[src/rtl/glitc_training_sequencer.sv]
// glitc_training_sequencer: per channel/bit IDELAY sweep to find the widest training eye,
// then loads the eye centre and bitslips until DPTRAINING[7:0] equals the training pattern.
module glitc_training_sequencer #(
    parameter logic [7:0] TRAIN_PATTERN = 8'hA5,
    parameter int         SETTLE_CYCLES = 64,
    parameter int         MIN_EYE       = 4,
    parameter int         MAX_SLIPS     = 8
) (
    input  logic        clk_i,
    input  logic        rst_n_i,
    input  logic        start_i,
    input  logic        abort_i,
    input  logic [5:0]  ch_mask_i,
    output logic        m_sel_o,
    output logic        m_wr_o,
    output logic [3:0]  m_addr_o,
    output logic [31:0] m_dat_o,
    input  logic [31:0] m_dat_i,
    output logic        busy_o,
    output logic        done_o,
    output logic        aborted_o,
    output logic        res_valid_o,
    output logic [6:0]  res_sel_o,
    output logic [4:0]  res_delay_o,
    output logic [5:0]  res_eye_o,
    output logic [3:0]  res_slips_o,
    output logic        res_ok_o,
    output logic [6:0]  fail_count_o
);
    typedef enum logic [3:0] {
        IDLE, ENABLE, SET_DLY, SELECT, SAMPLE, CENTRE, CHECK, SLIP, REPORT, FINISH, WAIT
    } state_t;

    localparam logic [3:0] ADDR_TRAIN  = 4'd2;
    localparam logic [3:0] ADDR_IDELAY = 4'd4;
    localparam logic [7:0] SETTLE_LAST = 8'(SETTLE_CYCLES - 1);
    localparam logic [5:0] MIN_EYE_W   = 6'(MIN_EYE);
    localparam logic [3:0] MAX_SLIPS_W = 4'(MAX_SLIPS);

    state_t     state_q, state_d, ret_q, ret_d;
    logic [7:0] cnt_q, cnt_d;
    logic [5:0] mask_q, mask_d;
    logic [2:0] ch_q, ch_d;
    logic [3:0] bit_q, bit_d;
    logic [4:0] tap_q, tap_d;
    logic [4:0] cur_start_q, cur_start_d, best_start_q, best_start_d;
    logic [5:0] cur_len_q, cur_len_d, best_len_q, best_len_d;
    logic [4:0] centre_q, centre_d;
    logic [3:0] slips_q, slips_d;
    logic       match_q, match_d;
    logic       aborted_q, aborted_d;
    logic       res_valid_q, res_valid_d;
    logic [6:0] res_sel_q, res_sel_d;
    logic [4:0] res_delay_q, res_delay_d;
    logic [5:0] res_eye_q, res_eye_d;
    logic [3:0] res_slips_q, res_slips_d;
    logic       res_ok_q, res_ok_d;
    logic [6:0] fail_q, fail_d;

    logic [2:0] first_ch, next_ch;
    logic       first_ok, next_ok;
    logic [6:0] sel;
    logic [5:0] run_len;
    logic [4:0] run_start, centre;
    logic       sample_ok, bit_ok;
    logic       unused_dat;

    function automatic logic is_rotation(input logic [7:0] w);
        logic [15:0] dbl;
        dbl = {TRAIN_PATTERN, TRAIN_PATTERN};
        is_rotation = 1'b0;
        for (int i = 0; i < 8; i++)
            if (dbl[i +: 8] == w) is_rotation = 1'b1;
    endfunction

    assign sel        = {ch_q, bit_q};
    assign unused_dat = ^m_dat_i[31:8];
    assign sample_ok  = is_rotation(m_dat_i[7:0]);
    assign run_len    = cur_len_q + 6'd1;
    assign run_start  = (cur_len_q == 6'd0) ? tap_q : cur_start_q;
    assign centre     = (best_len_q == 6'd0) ? 5'd0 : best_start_q + 5'((best_len_q - 6'd1) >> 1);
    assign bit_ok     = match_q && (best_len_q >= MIN_EYE_W);

    // descending scan so the lowest qualifying channel wins
    always_comb begin
        first_ok = 1'b0;
        first_ch = 3'd0;
        next_ok  = 1'b0;
        next_ch  = 3'd0;
        for (int i = 5; i >= 0; i--) begin
            if (mask_q[i]) begin
                first_ok = 1'b1;
                first_ch = 3'(i);
            end
            if (mask_q[i] && (3'(i) > ch_q)) begin
                next_ok = 1'b1;
                next_ch = 3'(i);
            end
        end
    end

    always_comb begin
        state_d      = state_q;
        ret_d        = ret_q;
        cnt_d        = cnt_q;
        mask_d       = mask_q;
        ch_d         = ch_q;
        bit_d        = bit_q;
        tap_d        = tap_q;
        cur_start_d  = cur_start_q;
        cur_len_d    = cur_len_q;
        best_start_d = best_start_q;
        best_len_d   = best_len_q;
        centre_d     = centre_q;
        slips_d      = slips_q;
        match_d      = match_q;
        aborted_d    = aborted_q;
        res_valid_d  = 1'b0;
        res_sel_d    = res_sel_q;
        res_delay_d  = res_delay_q;
        res_eye_d    = res_eye_q;
        res_slips_d  = res_slips_q;
        res_ok_d     = res_ok_q;
        fail_d       = fail_q;
        m_sel_o      = 1'b0;
        m_wr_o       = 1'b0;
        m_addr_o     = 4'd0;
        m_dat_o      = 32'd0;
        done_o       = 1'b0;
        case (state_q)
            IDLE: if (start_i) begin
                state_d   = ENABLE;
                mask_d    = ch_mask_i;
                fail_d    = 7'd0;
                aborted_d = 1'b0;
            end
            ENABLE: begin
                ch_d    = first_ch;
                bit_d   = 4'd0;
                state_d = first_ok ? SET_DLY : FINISH;
            end
            SET_DLY: begin
                {m_sel_o, m_wr_o, m_addr_o} = {2'b11, ADDR_IDELAY};
                m_dat_o = {1'b1, 8'd0, sel, 11'd0, tap_q};
                {state_d, ret_d, cnt_d} = {WAIT, SELECT, SETTLE_LAST};
            end
            SELECT: begin
                {m_sel_o, m_wr_o, m_addr_o} = {2'b11, ADDR_TRAIN};
                m_dat_o = {1'b0, 1'b0, 7'd0, sel, 16'd0};
                {state_d, ret_d, cnt_d} = {WAIT, SAMPLE, SETTLE_LAST};
            end
            SAMPLE: begin
                {m_sel_o, m_addr_o} = {1'b1, ADDR_TRAIN};
                cur_start_d = run_start;
                cur_len_d   = sample_ok ? run_len : 6'd0;
                if (sample_ok && run_len > best_len_q) begin
                    best_start_d = run_start;
                    best_len_d   = run_len;
                end
                tap_d   = tap_q + 5'd1;
                state_d = (tap_q == 5'd31) ? CENTRE : SET_DLY;
            end
            CENTRE: begin
                {m_sel_o, m_wr_o, m_addr_o} = {2'b11, ADDR_IDELAY};
                m_dat_o  = {1'b1, 8'd0, sel, 11'd0, centre};
                centre_d = centre;
                {state_d, ret_d, cnt_d} = {WAIT, CHECK, SETTLE_LAST};
            end
            CHECK: begin
                {m_sel_o, m_addr_o} = {1'b1, ADDR_TRAIN};
                match_d = (m_dat_i[7:0] == TRAIN_PATTERN);
                state_d = (match_d || slips_q >= MAX_SLIPS_W) ? REPORT : SLIP;
            end
            SLIP: begin
                {m_sel_o, m_wr_o, m_addr_o} = {2'b11, ADDR_TRAIN};
                m_dat_o = {1'b0, 1'b1, 7'd0, sel, 16'd0};
                slips_d = slips_q + 4'd1;
                {state_d, ret_d, cnt_d} = {WAIT, CHECK, SETTLE_LAST};
            end
            REPORT: begin
                res_valid_d = 1'b1;
                res_sel_d   = sel;
                res_delay_d = centre_q;
                res_eye_d   = best_len_q;
                res_slips_d = slips_q;
                res_ok_d    = bit_ok;
                if (!bit_ok && fail_q != 7'd127) fail_d = fail_q + 7'd1;
                if (bit_q != 4'd11) begin
                    bit_d   = bit_q + 4'd1;
                    state_d = SET_DLY;
                end else if (next_ok) begin
                    ch_d    = next_ch;
                    bit_d   = 4'd0;
                    state_d = SET_DLY;
                end else begin
                    state_d = FINISH;
                end
            end
            FINISH: begin
                {m_sel_o, m_wr_o, m_addr_o} = {2'b11, ADDR_TRAIN};
                m_dat_o = 32'h8000_0000;
                done_o  = 1'b1;
                state_d = IDLE;
            end
            WAIT: begin
                cnt_d   = cnt_q - 8'd1;
                state_d = (cnt_q == 8'd0) ? ret_q : WAIT;
            end
            default: state_d = IDLE;
        endcase
        // a new bit starts with fresh sweep trackers
        if (state_q == ENABLE || state_q == REPORT) begin
            tap_d        = 5'd0;
            cur_start_d  = 5'd0;
            cur_len_d    = 6'd0;
            best_start_d = 5'd0;
            best_len_d   = 6'd0;
            slips_d      = 4'd0;
            match_d      = 1'b0;
        end
        if (abort_i && state_d != state_q &&
            (state_d == SET_DLY || state_d == SLIP || state_d == REPORT)) begin
            state_d   = FINISH;
            aborted_d = 1'b1;
        end
    end

    always_ff @(posedge clk_i or negedge rst_n_i) begin
        if (!rst_n_i) begin
            state_q      <= IDLE;
            ret_q        <= IDLE;
            cnt_q        <= 8'd0;
            mask_q       <= 6'd0;
            ch_q         <= 3'd0;
            bit_q        <= 4'd0;
            tap_q        <= 5'd0;
            cur_start_q  <= 5'd0;
            cur_len_q    <= 6'd0;
            best_start_q <= 5'd0;
            best_len_q   <= 6'd0;
            centre_q     <= 5'd0;
            slips_q      <= 4'd0;
            match_q      <= 1'b0;
            aborted_q    <= 1'b0;
            res_valid_q  <= 1'b0;
            res_sel_q    <= 7'd0;
            res_delay_q  <= 5'd0;
            res_eye_q    <= 6'd0;
            res_slips_q  <= 4'd0;
            res_ok_q     <= 1'b0;
            fail_q       <= 7'd0;
        end else begin
            state_q      <= state_d;
            ret_q        <= ret_d;
            cnt_q        <= cnt_d;
            mask_q       <= mask_d;
            ch_q         <= ch_d;
            bit_q        <= bit_d;
            tap_q        <= tap_d;
            cur_start_q  <= cur_start_d;
            cur_len_q    <= cur_len_d;
            best_start_q <= best_start_d;
            best_len_q   <= best_len_d;
            centre_q     <= centre_d;
            slips_q      <= slips_d;
            match_q      <= match_d;
            aborted_q    <= aborted_d;
            res_valid_q  <= res_valid_d;
            res_sel_q    <= res_sel_d;
            res_delay_q  <= res_delay_d;
            res_eye_q    <= res_eye_d;
            res_slips_q  <= res_slips_d;
            res_ok_q     <= res_ok_d;
            fail_q       <= fail_d;
        end
    end

    assign busy_o       = (state_q != IDLE) && (state_q != FINISH);
    assign aborted_o    = aborted_q;
    assign res_valid_o  = res_valid_q;
    assign res_sel_o    = res_sel_q;
    assign res_delay_o  = res_delay_q;
    assign res_eye_o    = res_eye_q;
    assign res_slips_o  = res_slips_q;
    assign res_ok_o     = res_ok_q;
    assign fail_count_o = fail_q;
endmodule
[config.mk]
export PLATFORM = sky130hd
export DESIGN_NAME = glitc_training_sequencer
export DESIGN_NICKNAME = d
export VERILOG_FILES = /design/src/rtl/glitc_training_sequencer.sv
export SDC_FILE = /design/constraint.sdc
export NUM_CORES = 1
export LEC_CHECK = 0
export CAP_MARGIN = 20
export CORE_UTILIZATION = 25
export DETAILED_ROUTE_END_ITERATION = 16
export PLACE_DENSITY = 0.49
export SLEW_MARGIN = 15
export SYNTH_ARGS = -nofsm -noshare
export SYNTH_HDL_FRONTEND = slang
export SYNTH_SLANG_ARGS = --single-unit
[constraint.sdc]
create_clock -name clk_i -period 3.3 [get_ports clk_i]
set_clock_uncertainty 0.1 [all_clocks]
set_input_delay 0.66 -clock clk_i [delete_from_list [all_inputs] [get_ports clk_i]]
set_output_delay 0.66 -clock clk_i [all_outputs]
set_load 0.1 [all_outputs]
# Yosys cells after proc, flatten, opt, wreduce, memory -nomap -nowiden

Cells that the tools add are included.

$add $sub $neg: 8
Magnitude comparators: 9
Equality and inequality tests: 32
Muxes and demuxes: 80
Reductions and logical operators: 44

Operator list:

| kind                                                             | number |
|---|---|
| 32-bit one-hot mux with 5 select lines                           | 1 |
| 3-bit two-way mux                                                | 15 |
| 5-bit two-way mux                                                | 9 |
| 4-bit two-way mux                                                | 11 |
| 6-bit two-way mux                                                | 6 |
| 8-bit == test (first input constant)                             | 4 |
| 1-bit two-way mux                                                | 29 |
| 4-bit one-hot mux with 7 select lines                            | 1 |
| 7-bit by 8-bit == test with 1-bit output (first input constant)  | 3 |
| 4-bit by 3-bit == test with 1-bit output (second input constant) | 5 |
| 2-bit nonzero test                                               | 9 |
| 4-bit == test (second input constant)                            | 4 |
| 8-bit one-hot mux with 2 select lines                            | 1 |
| 7-bit two-way mux                                                | 2 |
| 7-bit one-hot mux with 2 select lines                            | 1 |
| 4-bit by 2-bit == test with 1-bit output (second input constant) | 3 |
| 1-bit logical AND                                                | 12 |
| 6-bit zero test                                                  | 2 |
| 3-bit one-hot mux with 2 select lines                            | 2 |
| 4-bit one-hot mux with 3 select lines                            | 1 |
| 5-bit OR reduction                                               | 2 |
| 4-bit by 1-bit adder with 4-bit output (second input constant)   | 2 |
| 6-bit by 8-bit == test with 1-bit output (first input constant)  | 1 |
| 8-bit == test (second input constant)                            | 1 |
| other kinds (31)                                                 | 46 |

Flip-flop bits (word level): 98
Input bits: 42
Output and inout bits: 72
Word-level logic and storage cells: 195

# Depth between registers and ports, before layout

Gate-level depths: netlist of the first run.

Word-level depth: 17
Mapped depth: 12

# Worst setup path after synthesis of the first run

OpenSTA, ideal clock, no wires.

Path type: flip-flop to output port
From: register best_len_q[0]
To: output m_dat_o[1]
Arrival time: 3.534 ns
Data required time: 2.540 ns
Setup slack: -0.994 ns
Cell stages (with the launch flop): 8
Buffers on the path: 0
Cell sequence: dfrtp_1 inv_1 ha_1 inv_1 ha_1 inv_1 fa_1 o21ai_0

Longest elaborated chain between the ends: 4
Elaborated cells on any way between the ends: 5
Those cells by class: add/sub (2); mux (2); reduce/logical (1)

Ends and longest elaborated chain:

| what                                        | RTL line | RTL |
|---|---|---|
| from (decl)                                 | 47       | `logic [5:0] cur_len_q, cur_len_d, best_len_q, best_len_d;` |
| from (signal assigned)                      | 263      | `best_len_q <= best_len_d;` |
| 6-bit by 1-bit subtractor with 6-bit output | 81       | `assign centre = (best_len_q == 6'd0) ? 5'd0 : best_start_q + 5'((best_len_q - 6'd1) >> 1);` |
| 5-bit adder                                 | 81       |  |
| 5-bit two-way mux *                         | 81       |  |
| 32-bit one-hot mux with 5 select lines *    | 130      | `case (state_q)` |
| to (decl)                                   | 17       | `output logic [31:0] m_dat_o,` |

Mark *: on every way between the ends. The rest lies on a longest branch, timed or not.

# Worst setup path after layout of the first run

From: register best_len_q[1]
To: output m_dat_o[4]

Same word-level chain as after synthesis.

==> metrics.cfg, run 1 <==
[route]
drc = 0
drtAntennaViolNets = 0
vias = 4438
routed_wirelength_um = 14010
viasPerCell = 4.542
first_pass_iters = 4
drtIter0Drc = 260
post_drt_wl_per_cell_um = 14.34

[final_layout]
final_nets = 759
layout.cells.non_filler = 977
syn_to_final_growth_pct = 24.89
fillerInstances = 2301
postLayoutCoreUtil_pct = 31.74
n_antenna_cell = 0
drive_gt1_share_pct = 16.21

[synthesis]
avgSynthCellArea_um2 = 8.903
synth.top_cell.area_share_pct = 43.90
synth-xor-area-share_pct = 4.752
mappedNetlistArea_um2 = 5529
synth_top_area_cell = dfrtp_1
yosysWarningCount = 0
synth_top_family_by_area = simple AND/OR/NAND/NOR gates
ys.flop_type = dfrtp_1
yosysSeqAreaShare_pct = 43.90
netlist_instances = 621
synth_mux_area_share_pct = 2.716
synthAdderAreaFrac_pct = 5.341
synth_most_common_cell = nand2_1
synth_compound_area_share_pct = 14.71
async_reset_ff_share_pct = 100.0
yosys_register_bits = 97
synth_edf_count = 0
synthTopCellsByArea = dfrtp_1 (44%), nand2_1 (7.7%), ha_1 (5.0%)
yosys-top-cells-count = nand2_1 (114), dfrtp_1 (97), nor2_1 (51)
yosys.area_share.simple_pct = 21.54
synth.distinct_cells = 65

[power_and_ir_drop]
power_density_nw_per_um2 = 818.9
leakagePower_nw = 3.222
vdd_drop_max_uv = 368.8
power.total_mw = 5.655

[clocking]
numCtsBuffers = 9
h-tree-depth = 3
cts-root-buf = clkbuf_16
clk_path_buf_depth = 2
clk_pin_slew_ns = 0.07
cts_tree = yes
cts_hold_buffers = 0
insertion_delay_ns = 0.35
cts.sinks = 97

[floorplanning]
die_w_um = 150.7
io_pins = 114
initial_utilization_pct = 25.41
die_area_um2 = 22720
rows = 54
die_h_um = 150.7
fp.coreArea_um2 = 21760

[sta]
slew_headroom_pct = 47.91
rsz0062_at_grt = no
max_freq_ghz = 0.3166
setup_tns_ns = 0
setup_viol = 0
layout_min_cycle_time_ns = 3.159
final-hold-violation-count = 0
whs_ns = 0.2157
drv_slew = 0
fin_crit_sh_pct = 95.73
worst_pin_slew_ns = 0.7754

[global_routing]
track_usage_pct = 13.20
antenna_found_initial = 0
grt_max_degree = 44
grt_pass1_vias = 4303
grt_overflow_total = 0
grt_pass1_wl_um = 23070

[critical_path]
required_ns = 2.54
critPathKind = flip-flop to output port
crit_chain = inv_2, ha_4, inv_4, ha_4, inv_2, fa_2, inv_2, a21o_1, a21oi_2, xnor2_1, nand2_1, nand2_2, buf_12
path_max_fanout = 3
cp_common_cell = inv_2
slowest_stage = dfrtp_1
critPathMaxStageDelay_ns = 0.39
crit_arrival_ns = 2.40
cp-start-kind = flip-flop
cp_num_buf_inv = 5
cpLargestDelayFamily = adder cells
cp-end-kind = output port

[place]
gp_congestion = 0.7872
port_buffers = 69
dp_hpwl_um = 10390
placed_cells = 959

[min_path]
hold_path.class = primary input to async pin

[flow_run]
max_cap_violations = 0

[status]
status = finished, final reports clean

-- area by class of cell --
type / count / area (um^2) / share of cell area [%]
Clock buffer: 11 / 242.7 / 3.515
Clock inverter: 3 / 18.77 / 0.2718
Inverter: 31 / 118.9 / 1.721
Multi-Input combinational cell: 466 / 2864 / 41.47
Sequential cell: 97 / 2427 / 35.15
Tap cell: 280 / 350.3 / 5.073
Timing Repair Buffer: 89 / 883.3 / 12.79
-- routing by layer --
metal  vias to the layer above  track usage [%]  routed length [um]
met3                        15            2.576                 558
met5                         -                0                   0
met2                        82            20.67                6445
li1                       2227                -                   -
met4                         0            5.250                 258
met1                      2114            17.80                6749
-- state kept, by name, summed over array words and instances (netlist names), 5 cells and up --
signal        flops
cur_len_q         6
centre_q          5
res_delay_o       5
best_start_q      5
tap_q             5
fail_count_o      7
res_eye_o         6
best_len_q        6
mask_q            6
res_sel_o         7
cnt_q             8
cur_start_q       5
-- layout by cell type (no fill, tap or decap), types with 4 or more instances in the layout --
cell             count
a31oi_1              6
nand3_1             17
dfrtp_1             97
inv_2                4
buf_12              14
nand4_1              7
nor2_1              51
xnor2_1             14
and3_1               6
nand2b_1            11
or3_1                4
xor2_1              15
conb_1              20
clkdlybuf4s50_1     16
and2_1               7
inv_1               26
o21ai_0             30
mux2i_1             15
buf_4               59
nand2_1            113
a21o_1               7
ha_1                19
clkbuf_16            9
a211oi_1            10
a21oi_1             29
nor3_1              11
nor2b_1              7
o22ai_1              4
-- worst paths after layout --
| kind | startpoint | to | slack (ns) | cells past startpoint |
|---|---|---|---|---|
| max | best_len_q[1] | m_dat_o[4] | 0.14 | 13 |
| min | rst_n_i | state_q[0] | 0.22 | 1 |
| max reg2reg | cur_len_q[0] | best_start_q[1] | 0.45 | 10 |
| min reg2reg | res_delay_o[0] | res_delay_o[0] | 0.38 | 2 |
| max in group asynchronous | rst_n_i | cur_len_q[2] | 2.20 | 2 |
| min in group clk_i | res_delay_o[0] | res_delay_o[0] | 0.38 | 2 |
-- cells by family (layout without fill, tap and decap cells) --
| kind of cell | count (synthesis) | count (layout) |
|---|---|---|
| adder cells (fa/ha/maj) | 23 | 23 |
| AND/OR/NAND/NOR | 253 | 253 |
| AO/OA/AOI/OAI | 125 | 125 |
| buffers and inverters | 77 | 134 |
| multiplexers | 15 | 15 |
| other | 1 | 20 |
| flip-flops | 97 | 97 |
| XOR/XNOR | 30 | 30 |
-- per-stage QoR --
stage          worst slack, ns  area [um^2]
5_1_grt               0.003340         6905
3_5_place_dp            0.2814         6546
4_1_cts                0.01635         6835
3_3_place_gp            0.2640         6546
6_report                0.1410         6905
2_1_floorplan          -0.2379         5612
-- where the power goes --
group / switching [mW] / leakage [nW] / internal (mW)
Sequential: 0.242 / 1.29 / 1.39
Clock: 0.452 / 0.131 / 0.523
Combinational: 2.19 / 1.80 / 0.856
Total: 2.88 / 3.22 / 2.77
-- timing repair --
| action | CTS | global route |
|---|---|---|
| buffers inserted | 2 | 2 |
| endpoints found under the setup margin | 3 | 1 |
| pin swaps | 1 | 8 |
| resized for setup | 5 | 12 |
Note: power is estimated with default switching activity, not from simulation.
==> run 2, diff against run 1 <==
Settings changed: ABC_AREA set to 1, PLACE_DENSITY 0.49 to unset, PLACE_DENSITY_LB_ADDON set to 0.15.
==> run 2 against run 1 <==
- routed wire length down 3.4%
- sequential power decreased by 5%
- design area down 2.0%
- sequential share of layout area rose by 0.71 points
- non-clock buffer count decreased by 7
- flip-flop and latch count stayed put
- clock power down 0.6%
- synthesized cell count is 14% higher
- worst hold slack gained 0.044 ns
- combinational power down 11%
- largest cell class unchanged
- highest routed layer unchanged
==> metrics.cfg, run 2 <==
[sta]
slew_headroom_pct = 52.44  ; +4.5 points
layout_min_cycle_time_ns = 3.191  ; +0.03192 ns
setup_ws_ns = 0.1091  ; -0.03192 ns
whs_ns = 0.2596  ; +0.04383 ns
setup_tns_ns = 0  ; unchanged
max_freq_ghz = 0.3134  ; -1.0%
drv_slew = 0  ; unchanged
fin_crit_sh_pct = 96.69  ; +0.97 points
setup_viol = 0  ; unchanged
worst_pin_slew_ns = 0.7135  ; -0.06188 ns
rsz0062_at_grt = yes
final-hold-violation-count = 0  ; unchanged

[place]
placed_cells = 1044  ; +8.9%
port_buffers = 69  ; unchanged
gp_congestion = 0.7621  ; -3.2%
dp_slack_ns = 0.1478  ; -0.1336 ns
dp_hpwl_um = 10160  ; -2.2%

[power_and_ir_drop]
power_density_nw_per_um2 = 774.3  ; -5.4%
leakagePower_nw = 3.408  ; +5.8%
power.total_mw = 5.241  ; -7.3%
vdd_drop_max_uv = 558.2  ; +51%

[global_routing]
grt_pass1_wl_um = 22140  ; -4.0%
grt_overflow_total = 0  ; unchanged
antenna_found_initial = 0  ; unchanged
track_usage_pct = 12.72  ; -0.48 points
grt_max_degree = 53  ; +20%
grt_pass1_vias = 4470  ; +3.9%

[route]
drc = 0  ; unchanged
drtIter0Drc = 207  ; -20%
viasPerCell = 4.326  ; -4.8%
vias = 4599  ; +3.6%
routed_wirelength_um = 13540  ; -3.4%
first_pass_iters = 4  ; unchanged
post_drt_wl_per_cell_um = 12.73  ; -11%
drtAntennaViolNets = 0  ; unchanged

[synthesis]
netlist_instances = 706  ; +14%
mappedNetlistArea_um2 = 5454  ; -1.4%
yosysWarningCount = 0  ; unchanged
yosys-top-cells-count = nand2_1 (161), inv_1 (104), dfrtp_1 (97)
ys.flop_type = dfrtp_1
yosys_register_bits = 97  ; unchanged
synth.top_cell.area_share_pct = 44.51  ; +0.60 points
synthTopCellsByArea = dfrtp_1 (45%), nand2_1 (11%), inv_1 (7.2%)
synth_edf_count = 0  ; unchanged
synth_most_common_cell = nand2_1
synth_top_area_cell = dfrtp_1
avgSynthCellArea_um2 = 7.725  ; -13%
async_reset_ff_share_pct = 100.0  ; unchanged
yosysSeqAreaShare_pct = 44.51  ; +0.60 points
synth.distinct_cells = 37  ; -43%

[min_path]
hold_path.class = primary input to async pin

[clocking]
clk_path_buf_depth = 2  ; unchanged
cts_tree = yes
h-tree-depth = 3  ; unchanged
numCtsBuffers = 9  ; unchanged
clk_pin_slew_ns = 0.07  ; about the same
cts-root-buf = clkbuf_16
insertion_delay_ns = 0.35  ; about the same
cts.sinks = 97  ; unchanged

[final_layout]
n_antenna_cell = 0  ; unchanged
final_common_cell = nand2_1
largest-register = cnt_q
final_nets = 851  ; +12%
most-common-layout-cells = nand2_1 (161), inv_1 (100), dfrtp_1 (97)
drive_gt1_share_pct = 14.72  ; -1.5 points
syn_to_final_growth_pct = 24.11
layout.cells.non_filler = 1063  ; +8.8%
largest_reg_flops = 8  ; unchanged

[critical_path]
rr_startpoint = cur_len_q[0]
r2r_slack_ns = 0.72  ; +0.27 ns
critPathKind = flip-flop to output port
regToRegEndpoint = best_len_q[4]
path_max_fanout = 5  ; +2
crit_arrival_ns = 2.43  ; +0.03 ns
required_ns = 2.54  ; about the same
cp-start-kind = flip-flop
cp-end-kind = output port
r2r_cells = 15  ; +5

[floorplanning]
die_h_um = 149.7  ; -0.67%
die_w_um = 149.7  ; -0.67%
die_area_um2 = 22410  ; -1.3%
rows = 53  ; -1.9%
io_pins = 114  ; unchanged
fp.coreArea_um2 = 21220  ; -2.5%
initial_utilization_pct = 25.70  ; +0.29 points

[status]
status = finished, final reports clean

[flow_run]
max_cap_violations = 0  ; unchanged

[run 2: changes by cell type in the layout (fill, tap and decap cells not counted), moves of 9 or more]
cell and delta:
o21ai_0 +43, a211oi_1 -10, inv_1 +74, nor2_1 +9, nand2_1 +48, nand3_1 +39, buf_12 -9, xnor2_1 -10
mux2i_1 -15, nand2b_1 -11
[run 2: final cells by class]
cell class	count	area (um^2)
timing repair buffer	82	778.2
tap	275	344.1
multi-input combinational	486	2544
clock buffer	9	225.2
fill	2264	14450
sequential	97	2427
clock inverter	4	32.53
inverter	110	417.9
[run 2: routing by layer]
metal,global-route usage [%],wire (um),up-vias,share of wire [%]
li1,-,-,2377,-
met1,17.93,6986,2128,52
met2,19.44,5998,88,44
met3,2.287,430,6,3.2
met4,4.293,122,0,0.90
met5,0,0,-,0
[run 2: how the worst max path moves through the flow]
stage                  to  slack [ns]     startpoint  depth (start not counted)
5_1_grt        m_dat_o[3]       -0.09  best_len_q[0]                         11
3_5_place_dp   m_dat_o[4]        0.15  best_len_q[0]                         12
2_1_floorplan  m_dat_o[2]       -0.40     state_q[3]                          3
6_report       m_dat_o[3]        0.11  best_len_q[0]                         11
4_1_cts        m_dat_o[4]      -0.004  best_len_q[0]                         12
3_3_place_gp   m_dat_o[4]        0.18  best_len_q[0]                         12
[run 2: what timing repair did]
| action | 4_1_cts | 5_1_grt |
|---|---|---|
| pin swaps | 7 | 7 |
| endpoints found under the setup margin | 2 | 3 |
| cloned | 0 | 0 |
| hold buffers | 0 | 0 |
| buffers inserted | 5 | 1 |
| gates resized for setup | 12 | 15 |
[run 2: through the flow]
step                      instance area (um^2)  util, %
final                                     6769    31.90
after global routing                      6769    31.90
after CTS                                 6710    31.62
after detailed placement                  6372    30.03
after global placement                    6372    30.03
after floorplan                           5528        -
[run 2: worst max-delay path, cell delays in order, from the launching register on]
cell       delay, ns
dfrtp_1         0.39
inv_4           0.07
ha_4            0.17
xnor2_2         0.20
inv_1           0.07
ha_1            0.28
a21oi_2         0.16
o21ai_2         0.06
xor2_1          0.16
nand2_1         0.09
o21ai_0         0.08
bufbuf_16       0.34
[run 2: report_power, final]
part | switching [mW] | internal, mW | leakage [nW]
combinational | 2.12 | 0.592 | 2.00
clock | 0.465 | 0.503 | 0.120
sequential | 0.177 | 1.38 | 1.29
[run 2: cells by family after synthesis]
logic type,Yosys count,synth area share [%]
AOI/OAI and AO/OA,123,11.81
xor gates and xnor gates,14,2.248
adders and majority gates,23,5.414
buffers and inverters,142,11.47
DFF,97,44.51
other,1,0.06876
and+or+nand+nor,306,24.48
==> run 3, diff against run 2 <==
Settings changed: SETUP_SLACK_MARGIN set to 0.5.
==> run 3 against run 2 <==
- flip-flop and latch count did not move
- first-iteration DRC count fell by 2.4%
- worst setup slack improved by 0.0088 ns
- critical path depth rose by 1
- utilization rose by 0.60 points
- largest power group unchanged
==> metrics.cfg, run 3 (synthesized netlist as in run 2, its figures left out) <==
[global_routing]
grt_max_degree = 98  ; +85%
antenna_found_initial = 0  ; unchanged
track_usage_pct = 12.93  ; +0.21 points
grt_pass1_vias = 4441  ; -0.65%
grt_overflow_total = 0  ; unchanged
grt_pass1_wl_um = 22620  ; +2.1%

[sta]
worst_pin_slew_ns = 0.8723  ; +0.1588 ns
final-hold-violation-count = 0  ; unchanged
setup_viol = 0  ; unchanged
slew_headroom_pct = 41.23  ; -11 points
max_freq_ghz = 0.3143  ; +0.28%
fin_crit_sh_pct = 96.43  ; -0.27 points
layout_min_cycle_time_ns = 3.182  ; -0.008825 ns
drv_slew = 0  ; unchanged
whs_ns = 0.2677  ; +0.008102 ns
rsz0062_at_grt = yes

[clocking]
clk_pin_slew_ns = 0.07  ; about the same
cts-root-buf = clkbuf_16
cts.sinks = 97  ; unchanged
cts_tree = yes
h-tree-depth = 3  ; unchanged
numCtsBuffers = 9  ; unchanged
clk_path_buf_depth = 2  ; unchanged
insertion_delay_ns = 0.34  ; about the same

[final_layout]
final_common_cell = nand2_1
largest_reg_flops = 8  ; unchanged
largest-register = cnt_q
syn_to_final_growth_pct = 26.45
fillerInstances = 2292  ; +1.2%
final_nets = 852  ; +0.12%
drive_gt1_share_pct = 16.43  ; +1.7 points
most-common-layout-cells = nand2_1 (158), inv_1 (99), dfrtp_1 (96)
seqCellArea_um2 = 2429  ; about the same
multi_input_area_um2 = 2613  ; +2.7%
n_antenna_cell = 0  ; unchanged

[power_and_ir_drop]
power_density_nw_per_um2 = 770.2  ; -0.53%
power.total_mw = 5.312  ; +1.3%
vdd_drop_max_uv = 520.7  ; -6.7%
leakagePower_nw = 3.442  ; +1.0%

[route]
drtIter0Drc = 202  ; -2.4%
drtAntennaViolNets = 0  ; unchanged
post_drt_wl_per_cell_um = 12.81  ; +0.57%
viasPerCell = 4.310  ; -0.39%
drc = 0  ; unchanged
routed_wirelength_um = 13650  ; +0.85%
first_pass_iters = 4  ; unchanged
vias = 4594  ; -0.11%

[floorplanning]
die_area_um2 = 22410  ; unchanged
initial_utilization_pct = 25.70  ; unchanged
fp.coreArea_um2 = 21220  ; unchanged
die_w_um = 149.7  ; unchanged
die_h_um = 149.7  ; unchanged
io_pins = 114  ; unchanged
rows = 53  ; unchanged

[min_path]
hold_path.class = primary input to async pin

[critical_path]
required_ns = 2.54  ; about the same
crit_arrival_ns = 2.42  ; about the same
path_max_fanout = 3  ; -2
slowest_stage = dfrtp_1
cp_num_buf_inv = 4  ; +1
cp-start-kind = flip-flop
cp-end-kind = output port
critPathMaxStageDelay_ns = 0.39  ; about the same
cpLargestDelayFamily = adder cells
critPathKind = flip-flop to output port
crit_chain = inv_2, ha_4, inv_4, ha_4, inv_2, fa_2, o21ai_2, a21oi_2, xor2_1, nand2_1, o21ai_4, buf_12

[place]
port_buffers = 69  ; unchanged
dp_hpwl_um = 9921  ; -2.4%
gp_congestion = 0.7466  ; -2.0%

[status]
status = finished, final reports clean

[flow_run]
max_cap_violations = 0  ; unchanged

run 3: cell count changes in the layout (fill, tap and decap cells not counted), sizes merged:
cell and change:
buf +2, clkbuf -2, nand4 +1, bufbuf -1, clkinv +4, inv -1
run 3: what timing repair did:
action | 4_1_cts | 5_1_grt
pin swaps | 8 | 6
setup endpoints to repair | 16 | 27
cloned | 0 | 2
setup buffers | 5 | 3
hold buffers | 0 | 0
gates resized for setup | 11 | 12
run 3: report_power, final:
group          switching [mW]  internal (mW)  leakage, nW
clock                   0.473          0.511        0.129
sequential              0.176           1.38         1.28
combinational            2.15          0.619         2.03
total                    2.80           2.51         3.44
run 3: worst paths after layout:
check / start / endpoint / slack [ns] / cells after the start
max reg2reg: cur_len_q[0] / best_start_q[2] / 0.81 / 13
min in group clk_i: res_slips_o[0] / res_slips_o[0] / 0.39 / 2
max in group asynchronous: rst_n_i / res_sel_o[4] / 2.42 / 2
max: best_len_q[0] / m_dat_o[4] / 0.12 / 12
min: rst_n_i / best_len_q[0] / 0.27 / 2
min reg2reg: res_slips_o[0] / res_slips_o[0] / 0.39 / 2
run 3: layout make-up:
cell class              instances  share of cell area [%]
clock buffers                   9                   3.266
repair inverters                1                 0.07257
repair buffers                 81                   11.76
well taps                     275                   4.989
multi-input cells             487                   37.88
flip-flops and latches         97                   35.21
inverters                     110                   6.168
clock inverters                 6                  0.6531
run 3: through the flow:
| step | setup TNS, ns | cells | setup WS [ns] | utilization, % | area, um^2 |
|---|---|---|---|---|---|
| floorplan | 0 | 725 | 0.2346 | - | 5594 |
| global placement | 0 | 1041 | 0.3126 | 30.53 | 6479 |
| CTS | 0 | 1061 | 0.07276 | 32.17 | 6827 |
| finish | 0 | 1066 | 0.1179 | 32.50 | 6897 |
| global route | -0.04759 | 1066 | -0.03978 | 32.50 | 6897 |
| detailed placement | 0 | 1041 | 0.2848 | 30.53 | 6479 |
run 3: routing by layer:
metal | track usage (%) | wire length, um | vias to the layer above
li1 | - | - | 2383
met1 | 17.83 | 7038 | 2114
met2 | 20.44 | 6169 | 91
met3 | 2.470 | 369 | 6
met4 | 3.737 | 74 | 0
met5 | 0 | 0 | -
